$ cat src/rtl/inst_axi_bridge.sv
// -----------------------------------------------------------------------------
// inst_axi_bridge
//
// Purpose
//   Bridges a read-only SRAM-style instruction fetch port onto the AXI AR/R
//   channels. Each accepted fetch becomes a single-beat AXI read (arlen=0,
//   INCR burst, constant arid). Up to MAX_OUTST reads may be in flight.
//   Read data returns to the fetch stage strictly in request order. The bridge
//   relies on the slave returning beats in order, so rid, rlast and rresp are
//   not inspected. A beat that arrives while nothing is outstanding is
//   accepted and then dropped. This covers stale beats from reads that a
//   reset abandoned.
//
// Build option
//   IBRIDGE_RBUF_EN : when defined, each R beat is captured in a one-entry
//                     register and presented to the fetch stage one cycle
//                     later. This breaks the rvalid/rdata -> data_ok/rdata
//                     combinational path. When undefined (default), R beats
//                     pass through with zero latency and rready is tied high.
//
// Parameters
//   ARID      : constant AXI read ID driven on arid.
//   MAX_OUTST : maximum number of outstanding AR transactions (1..3).
//
// Ports
//   clk                 in   clock; all state changes on its rising edge
//   reset               in   synchronous active-high reset
//   inst_sram_req       in   fetch request
//   inst_sram_wr        in   write flag (ignored, the port is read-only)
//   inst_sram_size[1:0] in   log2 of the access size in bytes
//   inst_sram_wstrb[3:0]in   ignored
//   inst_sram_addr[31:0]in   fetch address
//   inst_sram_wdata[31:0]in  ignored
//   inst_sram_addr_ok   out  request accepted this cycle
//   inst_sram_data_ok   out  instruction returned this cycle
//   inst_sram_rdata[31:0]out returned instruction
//   arid/araddr/arlen/arsize/arburst/arvalid  out  AXI read address channel
//   arready             in   AXI read address ready
//   rid/rdata/rresp/rlast/rvalid              in   AXI read data channel
//   rready              out  AXI read data ready
// -----------------------------------------------------------------------------
module inst_axi_bridge #(
    parameter logic [3:0] ARID      = 4'h0,
    parameter int         MAX_OUTST = 2
) (
    input  logic        clk,
    input  logic        reset,

    // SRAM-style fetch port
    input  logic        inst_sram_req,
    input  logic        inst_sram_wr,
    input  logic [1:0]  inst_sram_size,
    input  logic [3:0]  inst_sram_wstrb,
    input  logic [31:0] inst_sram_addr,
    input  logic [31:0] inst_sram_wdata,
    output logic        inst_sram_addr_ok,
    output logic        inst_sram_data_ok,
    output logic [31:0] inst_sram_rdata,

    // AXI read address channel
    output logic [3:0]  arid,
    output logic [31:0] araddr,
    output logic [7:0]  arlen,
    output logic [2:0]  arsize,
    output logic [1:0]  arburst,
    output logic        arvalid,
    input  logic        arready,

    // AXI read data channel
    input  logic [3:0]  rid,
    input  logic [31:0] rdata,
    input  logic [1:0]  rresp,
    input  logic        rlast,
    input  logic        rvalid,
    output logic        rready
);

    localparam logic [1:0] MAX_CNT = 2'(MAX_OUTST);

    // Number of AR handshakes whose data has not yet reached the fetch stage.
    logic [1:0] r_cnt;
    logic [1:0] w_cnt_next;

    logic       w_room;      // a new AR may issue this cycle
    logic       w_ar_hs;     // AR handshake this cycle
    logic       w_fwd;       // a beat is handed to the fetch stage this cycle

    // Inputs that a read-only bridge has no use for.
    logic       w_unused_inputs;
    assign w_unused_inputs = ^{inst_sram_wr, inst_sram_wstrb, inst_sram_wdata,
                               rid, rresp, rlast};

    // ------------------------------------------------------------------
    // AR channel
    // ------------------------------------------------------------------
    // When the counter is full, a beat forwarded in the same cycle frees a
    // slot. The new AR may then issue in that cycle without a bubble.
    // Because the counter is unchanged on simultaneous inc/dec, it never
    // exceeds MAX_OUTST.
    assign w_room  = (r_cnt < MAX_CNT) | w_fwd;
    assign arvalid = ~reset & inst_sram_req & w_room;
    assign w_ar_hs = arvalid & arready;

    // addr_ok is the AR handshake itself. It adds no latency, so the fetch
    // stage sees acceptance in the cycle it presents the request.
    assign inst_sram_addr_ok = w_ar_hs;

    assign arid    = ARID;
    assign araddr  = inst_sram_addr;
    assign arlen   = 8'd0;
    assign arsize  = {1'b0, inst_sram_size};
    assign arburst = 2'b01;

    // ------------------------------------------------------------------
    // R channel
    // ------------------------------------------------------------------
`ifdef IBRIDGE_RBUF_EN
    logic [31:0] r_buf;
    logic        r_buf_valid;
    logic        w_r_hs;
    logic        w_capture;

    assign inst_sram_data_ok = ~reset & r_buf_valid;
    assign inst_sram_rdata   = reset ? 32'd0 : r_buf;
    assign w_fwd             = inst_sram_data_ok;

    // The buffer drains in the same cycle that it presents its data. A new
    // beat can therefore be taken while the buffer empties.
    assign rready = reset | ~r_buf_valid | inst_sram_data_ok;
    assign w_r_hs = rvalid & rready;

    // A beat sitting in the buffer is still counted in r_cnt. The number of
    // beats still expected on the bus is r_cnt - r_buf_valid. Anything
    // beyond that is a stale beat and is dropped.
    assign w_capture = w_r_hs & (r_cnt > {1'b0, r_buf_valid});

    always_ff @(posedge clk) begin
        if (reset) begin
            r_buf_valid <= 1'b0;
            r_buf       <= 32'd0;
        end else if (w_capture) begin
            r_buf_valid <= 1'b1;
            r_buf       <= rdata;
        end else if (inst_sram_data_ok) begin
            r_buf_valid <= 1'b0;
        end
    end
`else
    // Pass-through: beats go straight to the fetch stage. A beat that
    // arrives with nothing outstanding is still accepted, but data_ok is
    // not raised for it.
    assign rready            = 1'b1;
    assign inst_sram_data_ok = ~reset & rvalid & (r_cnt != 2'd0);
    assign inst_sram_rdata   = reset ? 32'd0 : rdata;
    assign w_fwd             = inst_sram_data_ok;
`endif

    // ------------------------------------------------------------------
    // Outstanding counter
    // ------------------------------------------------------------------
    always_comb begin
        w_cnt_next = r_cnt;
        case ({w_ar_hs, w_fwd})
            2'b10:   w_cnt_next = r_cnt + 2'd1;
            2'b01:   w_cnt_next = r_cnt - 2'd1;
            default: w_cnt_next = r_cnt;
        endcase
    end

    // Reset drops every in-flight transaction. Beats for those reads that
    // arrive later find r_cnt==0 and are dropped.
    always_ff @(posedge clk) begin
        if (reset) begin
            r_cnt <= 2'd0;
        end else begin
            r_cnt <= w_cnt_next;
        end
    end

endmodule

$ cat config.mk
export PLATFORM = sky130hd
export DESIGN_NAME = inst_axi_bridge
export DESIGN_NICKNAME = d
export VERILOG_FILES = /design/src/rtl/inst_axi_bridge.sv
export SDC_FILE = /design/constraint.sdc
export NUM_CORES = 1
export LEC_CHECK = 0
export CORE_AREA = 2 2 78 80
export DETAILED_ROUTE_END_ITERATION = 7
export DIE_AREA = 0 0 80 82
export DONT_BUFFER_PORTS = 1
export PLACE_DENSITY_LB_ADDON = 0.25
export SYNTH_ARGS = -nofsm -noshare
export SYNTH_HDL_FRONTEND = slang
export SYNTH_SLANG_ARGS = --single-unit
$ cat constraint.sdc
create_clock -name clk -period 1.85 [get_ports clk]
set_input_delay 0.37 -clock clk [delete_from_list [all_inputs] [get_ports clk]]
set_output_delay 0.37 -clock clk [all_outputs]
set_load 0.01 [all_outputs]
==> flow_metrics.py, run 1 <==
metrics = {
    "grt": {
        "antenna_found_initial": 0,
        "grt_max_degree": 37,
        "grt_use_met2": 0.0500,
        "grt_pass1_wl_microns": 1740,
        "busiest_layer": "met2",
        "grt.total_usage": 0.0390,
        "grt_remaining_overflow": 0,
        "grtUsageMet3": 0.0407,
        "grtUsageMet1": 0.0325,
        "grt_pass1_vias": 299,
    },
    "worst_setup_path": {
        "worstPathArrival_ns": 1.76,
        "cp.required_ns": 2.00,
        "critPathTopFamily": "simple AND/OR/NAND/NOR gates",
        "crit_slowest_cell": "or3_1",
        "crit_type": "reg2reg",
        "crit_fanout": 4,
        "worst_setup_path_end_kind": "flop",
        "critical-path-max-stage-delay_ns": 0.37,
        "crit_chain": "nor2b_1 > nor3b_2 > nand2_1 > ha_1 > or3_1 > a21oi_2",
        "path_buf_inv": 0,
        "worstSetupStartpointType": "flop",
    },
    "cells_and_area": {
        "largestRegisters": "r_cnt: 2 flops",
        "fillerInstances": 682,
        "regMostFlops": "r_cnt",
        "layout-drive-gt1-share": 0.118,
        "antenna_cells": 0,
        "utilization": 0.0956,
        "final_common_cell": "nor2b_1",
        "synthToLayoutAreaGrowth_pct": -24.6,
        "layout_common_cells": "nor2b_1 (33), conb_1 (16), clkbuf_8 (3)",
        "nets": 186,
        "largest_reg_flops": 2,
    },
    "clock_network": {
        "cts_tree": "yes",
        "path_clk_slew_ns": 0.03,
        "clockRootBuffer": "clkbuf_8",
        "cts_sinks": 2,
        "clock_path_buffers": 2,
        "cts_hold_buf": 0,
        "ctsHtreeMaxLevel": 1,
        "cts_resized": 0,
        "cts_setup_buffers": 0,
        "numCtsBuffers": 3,
        "clk_latency_ns": 0.21,
    },
    "floorplan": {
        "start_util": 0.127,
        "die_area_sq_um": 6560,
        "fp.dieW_microns": 80,
        "chipHeight_microns": 82,
        "core-area_sq_um": 5750,
        "ios": 200,
        "row_count": 28,
    },
    "logic_synthesis": {
        "yosysUniqueCellTypes": 16,
        "ys_seq_elements": 2,
        "synth.cell_area_sq_um": 728,
        "ys_warn_count": 0,
        "seq_area_frac_synth": 0.0550,
        "syn-instance-count": 102,
        "avgSynthCellArea_sq_um": 7.14,
    },
    "timing": {
        "fin_hold_ws_ns": 0.219,
        "max_freq_ghz": 0.618,
        "tns_ns": 0,
        "setup_viol": 0,
        "finClkSkew_ns": 0.00385,
        "post-route-min-period_ns": 1.62,
        "rsz0062_at_grt": "false",
        "hold_violations": 0,
        "slew_violations": 0,
        "post-route-period-util": 0.874,
        "layout_setup_ws_ns": 0.233,
    },
    "detailed_routing": {
        "wl_microns": 1460,
        "vias": 403,
        "drc": 0,
        "vias_per_cell": 2.82,
        "drtPass1Iterations": 2,
        "ant_nets": 0,
        "wl_per_cell_microns": 10.2,
        "first_iter_violations": 6,
    },
    "pwr": {
        "p_sw_frac": 0.299,
        "comb_power_share": 0.284,
        "intPower_w": 0.000214,
        "seqPwrFrac": 0.162,
        "vdd_drop_max_uv": 183,
        "powerDensity_nw_per_um2": 556,
        "pwr-share-clk": 0.555,
        "fin_total_pwr_w": 0.000306,
        "p_leak_nw": 0.199,
        "p_switching_w": 0.0000913,
    },
    "outcome": {
        "status": "complete, no violations",
    },
    "placed_design": {
        "routabilityCongestion": 0.608,
        "numPortBuffers": 0,
        "pre_cts_ws_ns": 0.232,
        "hpwlAfterDp_microns": 1170,
    },
    "hold_path": {
        "hp-class": "in2reg",
    },
    "run": {
        "cap_violations": 0,
    },
}
## stage by stage
| stage | instance area [sq um] | std cells |
|---|---|---|
| floorplan | 786 | 116 |
| global placement | 508 | 140 |
| detailed placement | 508 | 140 |
| CTS | 549 | 143 |
| global route | 549 | 143 |
| finish | 549 | 143 |
## cells by family after synthesis
group,synth area share
AO/OA/AOI/OAI,0.0189
buffers and inverters,0.531
AND/OR/NAND/NOR,0.344
adder cells (fa/ha/maj),0.0172
flip-flops,0.0550
XOR/XNOR,0.0241
other,0.0103
## per-layer routing
layer  part of all wire  vias up
li1                   -      173
met1               0.28      162
met3               0.19       18
met2               0.47       50
met4              0.061        0
met5                  0        -
## synth_stat cells, drive strengths merged
cell    number  share of area
clkbuf       3          0.015
nor2b       33           0.28
o21ai        1         0.0069
a21oi        1          0.012
nand2        1         0.0051
ha           1          0.017
conb         2          0.010
dfxtp        2          0.055
nor3b        2          0.027
and2         1         0.0086
nor2         2          0.010
or3          1         0.0086
xor2         1          0.012
buf         50           0.52
xnor2        1          0.012
## path summary, 6_finish.rpt
kind                               start       end  slack, ns  depth (start not counted)
worst max register to register  r_cnt[1]  r_cnt[1]       0.23                          6
worst max-delay path            r_cnt[1]  r_cnt[1]       0.23                          6
worst min-delay path               reset  r_cnt[1]       0.22                          1
worst min register to register  r_cnt[1]  r_cnt[1]       0.51                          2
## power groups by stage
stage,Sequential [W],Clock [W],Combinational [W]
after CTS,0.0000496,0.000175,0.0000875
after global placement,0.0000501,0,0.0000881
after detailed placement,0.0000501,0,0.0000872
after floorplan,0.0000495,0,0.000186
after global routing,0.0000499,0.000186,0.0000979
final,0.0000495,0.000169,0.0000866
## cell type report
type,instances,area (sq um),share of cell area
multi-input combinational,61,359,0.654
clock buffer,3,41.3,0.0752
sequential,2,40.0,0.0729
timing repair buffer,2,15.0,0.0273
tap,75,93.8,0.171
(Power assumes the default switching activity.)
==> run 2: changes to the inputs <==
- clock period: 1.85 -> 1.56 ns (I/O delays scaled with it)
==> flow_metrics.py, run 2 (same netlist as run 1, synthesis figures left out) <==
metrics = {
    "cells_and_area": {
        "antenna_cells": 0,
        "fillerInstances": 677,
        "largest_reg_flops": 2,
        "nets": 188,
        "final_common_cell": "nor2b_1",
        "regArea_sq_um": 40.0,
        "utilization": 0.105,
        "layout_common_cells": "nor2b_1 (32), conb_1 (16), buf_4 (4)",
        "largestRegisters": "r_cnt: 2 flops",
        "multi_input_area_sq_um": 397,
        "regMostFlops": "r_cnt",
        "layout-drive-gt1-share": 0.200,
        "synthToLayoutAreaGrowth_pct": -17.4,
    },
    "floorplan": {
        "core-area_sq_um": 5750,
        "start_util": 0.127,
        "die_area_sq_um": 6560,
        "chipHeight_microns": 82,
        "fp.dieW_microns": 80,
        "ios": 200,
        "row_count": 28,
    },
    "clock_network": {
        "cts_tree": "yes",
        "ctsHtreeMaxLevel": 1,
        "cts_setup_buffers": 0,
        "cts_hold_buf": 0,
        "clk_latency_ns": 0.21,
        "clockRootBuffer": "clkbuf_8",
        "path_clk_slew_ns": 0.03,
        "cts_sinks": 2,
        "clock_path_buffers": 2,
        "numCtsBuffers": 3,
    },
    "outcome": {
        "status": "complete, no violations",
    },
    "timing": {
        "setup_viol": 0,
        "post-route-period-util": 0.960,
        "max_freq_ghz": 0.668,
        "post-route-min-period_ns": 1.50,
        "finClkSkew_ns": 0.00135,
        "fin_hold_ws_ns": 0.170,
        "hold_violations": 0,
        "rsz0062_at_grt": "false",
        "layout_setup_ws_ns": 0.0626,
        "slew_violations": 0,
    },
    "grt": {
        "grtUsageMet3": 0.0297,
        "grt_pass1_wl_microns": 2180,
        "grtUsageMet1": 0.0436,
        "grt_use_met2": 0.0633,
        "grt.total_usage": 0.0480,
        "grt_max_degree": 37,
        "grt_remaining_overflow": 0,
        "antenna_found_initial": 0,
        "grt_pass1_vias": 359,
        "busiest_layer": "met4",
    },
    "hold_path": {
        "min_from": "reset",
        "hp-class": "in2reg",
    },
    "placed_design": {
        "routabilityCongestion": 0.567,
        "hpwlAfterDp_microns": 1540,
        "numPortBuffers": 0,
        "pre_cts_ws_ns": 0.00224,
    },
    "pwr": {
        "vdd_drop_max_uv": 138,
        "powerDensity_nw_per_um2": 627,
        "p_leak_nw": 0.217,
        "fin_total_pwr_w": 0.000377,
    },
    "worst_setup_path": {
        "crit_type": "reg2reg",
        "crit_fanout": 3,
        "worstPathArrival_ns": 1.64,
        "worstSetupStartpointType": "flop",
        "crit_start": "r_cnt[1]",
        "rr_startpoint": "r_cnt[1]",
        "cp.required_ns": 1.70,
        "worst_setup_path_end_kind": "flop",
    },
    "detailed_routing": {
        "first_iter_violations": 6,
        "drc": 0,
        "drtPass1Iterations": 2,
        "wl_per_cell_microns": 12.3,
        "ant_nets": 0,
        "vias_per_cell": 3.05,
        "wl_microns": 1790,
        "vias": 442,
    },
    "run": {
        "cap_violations": 0,
    },
}
run 2: final timing paths:
path / end / slack [ns] / cells after the start
worst min register to register: r_cnt[0] / 0.63 / 3
worst max-delay path: r_cnt[1] / 0.06 / 6
worst min-delay path: r_cnt[1] / 0.17 / 1
worst max register to register: r_cnt[1] / 0.06 / 6
run 2: power by group:
group,internal (W),switching (W),leakage (nW)
Sequential,0.0000552,0.00000251,0.0163
Clock,0.000163,0.0000376,0.0216
Combinational,0.0000456,0.0000735,0.179
run 2: per-layer routing:
metal | vias to the layer above | wire length (microns) | share of wire
li1 | 177 | - | -
met1 | 172 | 530 | 0.30
met2 | 63 | 765 | 0.43
met3 | 30 | 306 | 0.17
met4 | 0 | 183 | 0.10
met5 | - | 0 | 0
run 2: repair_timing:
item,in CTS,in global routing
endpoints found under the setup margin,1,1
pin swaps,0,5
gates cloned,0,0
gates resized for setup,1,1
run 2: stage by stage:
step	setup TNS [ns]	area [sq um]	cells
after detailed placement	0	556	142
final	0	602	145
after global placement	-0.0123	556	142
after global routing	0	602	145
after CTS	0	599	145
after floorplan	-0.0427	818	116
run 2: cell type report:
| cell class | count | area share |
|---|---|---|
| Timing Repair Buffer | 4 | 0.0499 |
| Tap cell | 75 | 0.156 |
| Sequential cell | 2 | 0.0665 |
| Multi-Input combinational cell | 61 | 0.659 |
| Clock buffer | 3 | 0.0686 |
run 2: critical path: stages, from the launching register on:
cell and delay, ns:
dfxtp_1 0.31, nor2b_4 0.13, nor3b_4 0.19, nand2_2 0.09, ha_4 0.25, or3_1 0.36, a21oi_2 0.11
==> run 3: changes to the inputs <==
- CTS_BUF_LIST: default -> sky130_fd_sc_hd__clkbuf_8 sky130_fd_sc_hd__clkbuf_16
- REMOVE_ABC_BUFFERS: default -> 1
==> flow_metrics.py, run 3 (same netlist as run 1, synthesis figures left out) <==
metrics = {
    "clock_network": {
        "ctsHtreeMaxLevel": 1,
        "cts_tree": "yes",
        "numCtsBuffers": 3,
        "clock_path_buffers": 2,
        "cts_sinks": 2,
        "cts_hold_buf": 0,
        "clk_latency_ns": 0.21,
        "path_clk_slew_ns": 0.03,
        "cts_setup_buffers": 0,
        "clockRootBuffer": "clkbuf_8",
    },
    "timing": {
        "post-route-min-period_ns": 1.49,
        "max_freq_ghz": 0.671,
        "post-route-period-util": 0.956,
        "setup_viol": 0,
        "finClkSkew_ns": 0.00209,
        "fin_hold_ws_ns": 0.181,
        "rsz0062_at_grt": "false",
        "slew_violations": 0,
        "hold_violations": 0,
    },
    "worst_setup_path": {
        "rr_startpoint": "r_cnt[1]",
        "cp.required_ns": 1.70,
        "ff2ff_setup_slack_ns": 0.07,
        "worstSetupStartpointType": "flop",
        "crit_fanout": 3,
        "crit_type": "reg2reg",
        "r2r_cells": 6,
        "worstPathArrival_ns": 1.63,
        "r2r_end": "r_cnt[1]",
        "worst_setup_path_end_kind": "flop",
    },
    "grt": {
        "grt_pass1_wl_microns": 3830,
        "grt_pass1_vias": 395,
        "grt.total_usage": 0.0918,
        "antenna_found_initial": 6,
        "grt_remaining_overflow": 0,
        "grt_max_degree": 37,
    },
    "detailed_routing": {
        "first_iter_violations": 18,
        "wl_microns": 3290,
        "vias": 494,
        "vias_per_cell": 3.32,
        "drtPass1Iterations": 4,
        "drc": 0,
        "ant_nets": 0,
        "wl_per_cell_microns": 22.1,
    },
    "floorplan": {
        "row_count": 28,
        "ios": 200,
        "die_area_sq_um": 6560,
        "start_util": 0.127,
        "fp.dieW_microns": 80,
        "core-area_sq_um": 5750,
        "chipHeight_microns": 82,
    },
    "pwr": {
        "seqPwrFrac": 0.152,
        "vdd_drop_max_uv": 514,
        "p_sw_frac": 0.305,
        "intPower_w": 0.000261,
        "powerDensity_nw_per_um2": 637,
        "comb_power_share": 0.313,
        "p_switching_w": 0.000115,
        "pwr-share-clk": 0.535,
        "p_leak_nw": 0.213,
    },
    "placed_design": {
        "numPortBuffers": 0,
        "routabilityCongestion": 0.669,
        "hpwlAfterDp_microns": 2870,
        "placed_area_sq_um": 526,
    },
    "hold_path": {
        "min_path_cells": 1,
        "min_from": "reset",
        "whs_endpoint": "r_cnt[1]",
        "hp-class": "in2reg",
    },
    "outcome": {
        "status": "complete, no violations",
    },
    "cells_and_area": {
        "layout-drive-gt1-share": 0.197,
        "fin_area_sq_um": 591,
        "nets": 189,
        "regMostFlops": "r_cnt",
        "largest_reg_flops": 2,
        "synthToLayoutAreaGrowth_pct": -18.9,
        "largestRegisters": "r_cnt: 2 flops",
        "layout_common_cells": "nor2b_1 (32), conb_1 (16), buf_4 (5)",
        "final_common_cell": "nor2b_1",
    },
    "run": {
        "cap_violations": 0,
    },
}
==> run 3: critical path: stages (launching register included) <==
cell and delay, ns:
dfxtp_2 0.31, nor2b_4 0.12, nor3b_2 0.17, nand2_1 0.08
ha_2 0.26, or3_1 0.36, a21oi_2 0.11
==> run 3: metrics by stage <==
stage | TNS, ns | worst slack, ns | instances | total power (W) | util
5_1_grt | 0 | 0.0137 | 146 | 0.000402 | 0.101
2_1_floorplan | -0.106 | -0.106 | 63 | 0.000150 | -
3_5_place_dp | -0.00222 | -0.00222 | 143 | 0.000174 | 0.0915
3_3_place_gp | -0.0123 | -0.0123 | 143 | 0.000173 | 0.0915
6_report | 0 | 0.0686 | 149 | 0.000376 | 0.103
4_1_cts | -0.00552 | -0.00552 | 146 | 0.000384 | 0.100
==> run 3: what timing repair did <==
item / CTS / global route
pin swaps: 5 / 3
resized for setup: 3 / 2
endpoints found under the setup margin: 1 / 1
==> run 3: layout make-up <==
class	instances	area (sq um)
diodes	3	7.51
flip-flops and latches	2	41.3
multi-input cells	61	369
fillers	687	5150
clock buffers	3	41.3
repair buffers	5	37.5
well taps	75	93.8
==> run 3: worst max-delay path by stage <==
| stage | startpoint | to | slack, ns | cells after the start |
|---|---|---|---|---|
| after floorplan | r_cnt[0] | r_cnt[1] | -0.11 | 5 |
| after global placement | r_cnt[1] | r_cnt[1] | -0.01 | 6 |
| after detailed placement | r_cnt[1] | r_cnt[1] | -0.002 | 6 |
| after CTS | r_cnt[1] | r_cnt[1] | -0.006 | 6 |
| after global routing | r_cnt[1] | r_cnt[1] | 0.01 | 7 |
| final | r_cnt[1] | r_cnt[1] | 0.07 | 6 |
==> run 3: power by group through the flow <==
stage          Clock, W  Combinational, W  Sequential, W
2_1_floorplan         0         0.0000913      0.0000587
3_3_place_gp          0          0.000115      0.0000578
3_5_place_dp          0          0.000116      0.0000577
4_1_cts        0.000209          0.000117      0.0000575
5_1_grt        0.000215          0.000129      0.0000582
6_report       0.000201          0.000118      0.0000573
==> run 3: per-layer routing <==
metal / wire [microns] / vias up / GRT usage / share of wire
li1: - / 183 / - / -
met1: 1250 / 194 / 0.103 / 0.38
met2: 908 / 105 / 0.0667 / 0.28
met3: 1080 / 6 / 0.173 / 0.33
met4: 3 / 6 / 0.00508 / 0.00091
met5: 39 / - / 0.0167 / 0.012
